**src/rtl/rr_pop_arbiter.sv**
```systemverilog
// rr_pop_arbiter: round-robin pop arbiter over NUM_CH input FIFOs with registered head-word output.
// Defining RR_BURST_EN lets a channel keep the grant for up to BURST consecutive pops.
module rr_pop_arbiter #(
    parameter int NUM_CH = 4,
    parameter int ID_W   = 2,
    parameter int DATA_W = 5,
    parameter int BURST  = 4
) (
    input  logic                     clk,
    input  logic                     reset,
    input  logic [NUM_CH*DATA_W-1:0] request,
    input  logic [NUM_CH-1:0]        empty,
    input  logic                     almost_full,
    output logic [NUM_CH-1:0]        pop,
    output logic [ID_W-1:0]          pop_id,
    output logic [DATA_W-1:0]        data_out,
    output logic                     valid
);
    typedef enum logic [1:0] {IDLE, SERVE, HOLD} state_t;
    state_t state, state_nxt;
    logic [ID_W-1:0] ptr, ptr_nxt, cand, cand_inc, idx;
    logic found, grant;
    // Explicit wrap keeps the rotation correct for non-power-of-two channel counts.
    function automatic logic [ID_W-1:0] wrap_add(input logic [ID_W-1:0] base, input int off);
        int s;
        s = int'(base) + off;
        return ID_W'(s >= NUM_CH ? s - NUM_CH : s);
    endfunction
    always_comb begin
        cand = ptr;
        idx = ptr;
        for (int i = NUM_CH - 1; i >= 0; i--) begin
            idx = wrap_add(ptr, i);
            if (!empty[idx]) cand = idx;
        end
        found = |(~empty);
        grant = reset && !almost_full && found;
        pop = grant ? NUM_CH'(1) << cand : '0;
        cand_inc = wrap_add(cand, 1);
        state_nxt = grant ? SERVE : almost_full ? HOLD : IDLE;
    end
`ifdef RR_BURST_EN
    logic [3:0] burst_cnt, cnt_base, cnt_nxt;
    logic keep;
    // A skipped pointer channel means a fresh burst starts on the candidate.
    always_comb begin
        cnt_base = (cand == ptr) ? burst_cnt : 4'd0;
        keep = int'(cnt_base) < BURST - 1;
        ptr_nxt = !grant ? ptr : keep ? cand : cand_inc;
        cnt_nxt = !grant ? burst_cnt : keep ? cnt_base + 4'd1 : 4'd0;
    end
    always_ff @(posedge clk or negedge reset) begin
        if (!reset) burst_cnt <= '0;
        else burst_cnt <= cnt_nxt;
    end
`else
    always_comb ptr_nxt = grant ? cand_inc : ptr;
`endif
    always_ff @(posedge clk or negedge reset) begin
        if (!reset) begin
            state    <= IDLE;
            ptr      <= '0;
            valid    <= 1'b0;
            pop_id   <= '0;
            data_out <= '0;
        end else begin
            state <= state_nxt;
            ptr   <= ptr_nxt;
            valid <= grant;
            if (grant) begin
                pop_id   <= cand;
                data_out <= request[cand*DATA_W +: DATA_W];
            end
        end
    end
endmodule

```
**config.mk**
```make
export PLATFORM = sky130hd
export DESIGN_NAME = rr_pop_arbiter
export DESIGN_NICKNAME = d
export VERILOG_FILES = /design/src/rtl/rr_pop_arbiter.sv
export SDC_FILE = /design/constraint.sdc
export NUM_CORES = 1
export LEC_CHECK = 0
export ABC_AREA = 1
export CAP_MARGIN = 30
export CORE_AREA = 2 2 50 52
export DETAILED_ROUTE_END_ITERATION = 10
export DIE_AREA = 0 0 52 54
export PLACE_DENSITY = 0.78
export REMOVE_ABC_BUFFERS = 1
export SLEW_MARGIN = 20
export SYNTH_ARGS = -nofsm -noshare
export SYNTH_HDL_FRONTEND = slang
export SYNTH_SLANG_ARGS = --single-unit
```
**constraint.sdc**
```tcl
create_clock -name clk -period 2.09 [get_ports clk]
set_input_delay 0.418 -clock clk [delete_from_list [all_inputs] [get_ports clk]]
set_output_delay 0.418 -clock clk [all_outputs]
set_load 0.005 [all_outputs]
```
==> run_results.csv, run 1 <==
group,metric,value,unit
clock_tree,clkSinkCount,10,
pwr,power_density,1660,mW/mm2
floorplan,die_w,52,um
grt,grt_max_degree,11,
floorplan,row_count,18,
timing,finalSetupTns,-1030,ps
synthesis,yosys.area.top_type,"dfrtp_1",
place,numPortBuffers,38,
synthesis,avgSynthCellArea,6.01,um2
status,violations,"setup timing",
final_layout,area.growth.synth_to_final,88.2,%
drt,route.detailed.drc,0,
critical_path,r2r_end,"data_out[1]$_DFFE_PN0P_",
critical_path,rr_worst_depth,18,
drt,dr.first_iter.drc_count,40,
critical_path,path_class,"flop to output port",
pwr,irDropWorstVdd,0.847,mV
run,cap_violations,0,
timing,min_period,2370,ps
synthesis,netlist.area_leader.share,27.2,%
timing,finalCritPeriodShare,114,%
drt,routed_via_density,4.96,
synthesis,synth-seq-cells,10,
drt,drtPass1Iterations,4,
timing,finalHoldViolCount,0,
timing,slew_violations,0,
floorplan,dieArea,0.00281,mm2
place,gp_congestion,0.885,
grt,antenna_found_initial,0,
critical_path,rr_startpoint,"ptr[0]$_DFFE_PN0P_",
clock_tree,clockRootBuffer,"clkbuf_4",
timing,whs,484,ps
floorplan,core_area,0.00232,mm2
drt,ant_nets,0,
clock_tree,numCtsBuffers,3,
grt,grt_pass1_wl,4.62,mm
floorplan,initial_core_util,39.6,%
timing,max_freq,421,MHz
final_layout,utilization,74.6,%
timing,rsz0062_at_grt,"true",
place,place_ws,-694,ps
synthesis,syn-instance-count,153,
synthesis,synthTopCellsByArea,"dfrtp_1, nand2_1, nand3_1",
timing,fin_skew,3.78,ps
synthesis,yosysWarnings,0,
pwr,p_leak,0.956,nW
drt,post_drt_wl_per_cell,13.4,um
timing,fin_ws,-284,ps
final_layout,multi_input_area,633,um2
critical_path,endpoint_kind,"output port",
clock_tree,insertion_delay,260,ps
final_layout,num-nets-final,254,
grt,grt_pass1_vias,1158,
grt,gr-total-overflow,0,
drt,wl,3.41,mm
final_layout,sequential_cell_area,251,um2
final_layout,drive_gt1_share,33.8,%
clock_tree,htreeDepth,1,
critical_path,r2r_slack,70,ps
grt,grtUsageTotal,22.2,%
synthesis,seq_area_frac_synth,27.2,%
critical_path,crit_fanout,7,
final_layout,mostFrequentLayoutCells,"nand2_1, clkdlybuf4s50_1, buf_4",
status,status,"finished with violations",
timing,max-slew-margin-rel,63.7,%
critical_path,worst_ep_required_time,1670,ps
synthesis,synthDistinctLibCells,20,
synthesis,synth_area,920,um2
final_layout,diodes,0,
timing,worst_slew_pin_slew,540,ps
final_layout,fillers,177,
clock_tree,cts_tree,"built",
critical_path,cp_data_arrival_time,1960,ps
timing,finalSetupViolCount,4,
final_layout,layout_commonest_cell,"nand2_1",
clock_tree,cts.path.max_buffers,2,
critical_path,startpoint_type,"flop",
floorplan,dieHeight,54,um
clock_tree,clkSlewWorstSetupHoldPaths,60,ps
drt,num_vias,1265,
min_path,worstHoldPathType,"input port to async pin",
floorplan,num_io_pins,39,
place,hpwl,2.14,mm
-- layer usage --
layer	wire length, um	global-route usage [%]	part of all wire (%)
met1	1190	22.3	35
met2	1940	44.5	57
met3	185	5.28	5.4
met4	88	7.02	2.6
met5	0	0	0
-- state kept, by name, summed over array words and instances (netlist names) --
| name | count |
|---|---|
| valid | 1 |
| ptr | 2 |
| pop_id | 2 |
| data_out | 5 |
-- timing repair --
| item | in CTS | in global routing |
|---|---|---|
| setup endpoints to repair | 4 | 8 |
| pin swaps | 7 | 13 |
| setup buffers | 6 | 7 |
| gates cloned | 0 | 1 |
| hold buffers | 0 | 0 |
| resized for setup | 36 | 20 |
-- synthesized netlist by cell type --
cell,count
dfrtp_1,10
inv_6,1
o21ai_2,1
inv_2,2
clkinv_1,1
nand2_1,55
inv_1,29
nand2_4,3
nor3_1,1
nor2_1,2
nand3_4,1
o21ai_0,3
buf_2,1
nand3_1,31
a21oi_1,2
nor2_4,1
buf_6,1
nand2_2,6
nand3_2,1
nor4_1,1
-- where the power goes --
group	total (W)	switching (W)	internal (W)
sequential	0.000345	0.0000666	0.000278
combinational	0.00240	0.00124	0.00116
clock	0.000129	0.0000622	0.0000664
total	0.00287	0.00137	0.00150
-- per-stage QoR --
stage	total power, W	cells	area (um2)
floorplan	0.00133	151	903
global placement	0.00207	238	1480
detailed placement	0.00213	238	1480
CTS	0.00248	247	1580
global route	0.00311	255	1730
finish	0.00287	255	1730
-- how the worst max path moves through the flow --
stage / startpoint / to / slack [ps] / cells past startpoint
after global routing: ptr[0]$_DFFE_PN0P_ / pop[1] / -360 / 11
after global placement: reset / pop[0] / -690 / 6
final: ptr[0]$_DFFE_PN0P_ / pop[0] / -280 / 14
after floorplan: ptr[0]$_DFFE_PN0P_ / pop[0] / 130 / 10
after detailed placement: empty[1] / pop[3] / -690 / 14
after CTS: ptr[0]$_DFFE_PN0P_ / pop[3] / -200 / 14
-- cells by family after synthesis --
| logic type | share of synthesized area (%) |
|---|---|
| flops | 27.2 |
| compound gates | 3.67 |
| buf+inv | 15.8 |
| simple gates | 53.3 |
-- worst max-delay path, cell delays in order, from the launching register on --
cell and delay (ps):
dfrtp_2 440, buf_12 150, clkinv_8 60, nand2_1 60, nand2_2 90, nand2_1 80
nand2_2 80, nand2_2 60, nand2_4 80, buf_6 100, nand3_4 60, nand2_4 80
nand2_4 60, nor2_2 130, buf_2 140
-- final cells by class --
cell class                      count  area share [%]
Multi-Input combinational cell    108            36.6
Clock buffer                        3            1.30
Tap cell                           30            2.17
Sequential cell                    10            14.5
Inverter                           33            8.03
Timing Repair Buffer               71            37.4
(Power assumes the default switching activity.)
==> inputs of run 2 (changes only) <==
- CORE_AREA: 2 2 50 52 -> 2 2 43 61
- DIE_AREA: 0 0 52 54 -> 0 0 45 63
- PLACE_DENSITY: 0.78 -> 0.77
- SLEW_MARGIN: 20 -> 5
==> run 2 against run 1 <==
The flow still finishes with violations (setup timing). Largest cell class is now multi-input gates. Utilization grew 0.46 points. Total power up 3.9%. First-iteration DRC count shrank 48%. Final area is 0.29% higher. Cell count shrank 2.0%. Sequential cell count stayed put. Global-route usage increased by 1.0 points. Non-clock buffer count rose by 1.
==> run_results.csv, run 2 (synthesis results as in run 1) <==
group,metric,value,unit
final_layout,design_area,0.00174,mm2
drt,dr.first_iter.drc_count,21,
final_layout,layout_commonest_cell,"nand2_1",
final_layout,finalNonFillerCells,250,
timing,rsz0062_at_grt,"true",
status,violations,"setup timing",
clock_tree,htreeDepth,1,
clock_tree,cts_tree,"built",
status,status,"finished with violations",
timing,max_freq,425,MHz
critical_path,startpoint_type,"flop",
critical_path,crit_fanout,7,
min_path,worstHoldPathType,"input port to async pin",
clock_tree,numCtsBuffers,3,
grt,grt_pass1_wl,5.10,mm
critical_path,path_class,"flop to output port",
critical_path,worst_ep_required_time,1670,ps
floorplan,core_area,0.00231,mm2
floorplan,dieArea,0.00284,mm2
grt,grt_pass1_vias,1231,
place,gp_congestion,0.822,
drt,num_vias,1244,
floorplan,num_io_pins,39,
final_layout,largest_register,"data_out",
critical_path,cpPeakStageDelay,450,ps
pwr,irDropWorstVdd,0.929,mV
pwr,p_total,0.00298,W
final_layout,reg_top3,"data_out (5), pop_id (2), ptr (2)",
final_layout,mostFrequentLayoutCells,"nand2_1, clkdlybuf4s50_1, nand3_1",
drt,route.detailed.drc,0,
pwr,power_density,1720,mW/mm2
pwr,p_leak,0.970,nW
critical_path,slowest_stage,"dfrtp_2",
timing,finalCritPeriodShare,113,%
critical_path,endpoint_kind,"output port",
grt,antenna_found_initial,0,
place,numPortBuffers,38,
timing,min_period,2350,ps
timing,finalHoldViolCount,0,
final_layout,num-nets-final,255,
floorplan,dieHeight,63,um
clock_tree,clkSlewWorstSetupHoldPaths,70,ps
critical_path,cp_data_arrival_time,1940,ps
final_layout,diodes,0,
critical_path,cp_top_family,"buffers and inverters",
final_layout,area.growth.synth_to_final,88.7,%
drt,drtPass1Iterations,4,
run,cap_violations,0,
floorplan,die_w,45,um
timing,finalSetupViolCount,4,
clock_tree,clkSinkCount,10,
drt,wl,3.16,mm
critical_path,critPathMostFrequentCell,"buf_6",
clock_tree,insertion_delay,270,ps
timing,fin_ws,-265,ps
drt,routed_via_density,4.98,
timing,slew_violations,0,
timing,worst_slew_pin_slew,474,ps
place,place_area,0.00145,mm2
grt,grt_max_degree,11,
place,place_ws,-736,ps
critical_path,crit_buf_inv,6,
drt,post_drt_wl_per_cell,12.6,um
floorplan,row_count,21,
grt,gr-total-overflow,0,
floorplan,initial_core_util,39.8,%
critical_path,cp_cell_sequence,"clkinv_4, nand2_4, nand2_4, buf_6, o21ai_4, buf_6, nand3_2, nand2_1, nand2_2, inv_4, buf_6, nor2_4, buf_2",
grt,grtUsageTotal,23.2,%
final_layout,drive_gt1_share,34.4,%
drt,ant_nets,0,
timing,fin_skew,2.92,ps
place,hpwl,2.12,mm
place,dp.cells,230,
final_layout,largest_reg_flops,5,
timing,max-slew-margin-rel,68.1,%
clock_tree,clockRootBuffer,"clkbuf_4",
final_layout,utilization,75.1,%
clock_tree,cts.path.max_buffers,2,
-- run 2: routing by layer --
| layer | part of all wire, % | track usage [%] | vias to the layer above |
|---|---|---|---|
| met3 | 2.0 | 2.60 | 4 |
| met4 | 1.0 | 8.09 | 0 |
| met5 | 0 | 0 | - |
| met1 | 38 | 24.1 | 591 |
| met2 | 59 | 44.3 | 28 |
| li1 | - | - | 621 |
-- run 2: through the flow --
stage	hold slack [ps]	TNS, ps
after floorplan	122	0
after global placement	466	-3500
after detailed placement	472	-4200
after CTS	460	-907
after global routing	461	-1410
final	459	-983
-- run 2: final cells by class --
| cell class | instances | area (um2) |
|---|---|---|
| clock buffer | 4 | 36.3 |
| fill | 168 | 577 |
| inverter | 33 | 131 |
| multi-input combinational | 108 | 651 |
| sequential | 10 | 251 |
| tap | 23 | 28.8 |
| timing repair buffer | 72 | 637 |
-- run 2: final timing paths --
check | slack (ps) | cells after the start | start | endpoint
worst max register to register | 90 | 15 | ptr[0]$_DFFE_PN0P_ | data_out[2]$_DFFE_PN0P_
worst min-delay path | 460 | 2 | reset | ptr[1]$_DFFE_PN0P_
min in group clk | 490 | 2 | data_out[3]$_DFFE_PN0P_ | data_out[3]$_DFFE_PN0P_
worst max-delay path | -260 | 13 | ptr[0]$_DFFE_PN0P_ | pop[2]
worst min register to register | 490 | 2 | data_out[3]$_DFFE_PN0P_ | data_out[3]$_DFFE_PN0P_
max in group asynchronous | 1480 | 2 | reset | ptr[0]$_DFFE_PN0P_
-- run 2: where the power goes --
group          leakage, nW  switching [W]  internal [W]
clock network       0.0210      0.0000730      0.000106
logic                0.824        0.00126       0.00120
registers            0.124      0.0000668      0.000278
-- run 2: repair_timing --
action	in CTS	in global routing
pin swaps	13	15
endpoints found under the setup margin	4	7
hold buffers	0	0
setup buffers	13	4
gates resized for setup	46	17
-- run 2: worst reg2reg max path: cells and delay by family (launching register included) --
kind,cells,cell delay [ps]
AOI/OAI and AO/OA,1,160
buffers and inverters,5,650
DFF,1,450
and+or+nand+nor,9,620
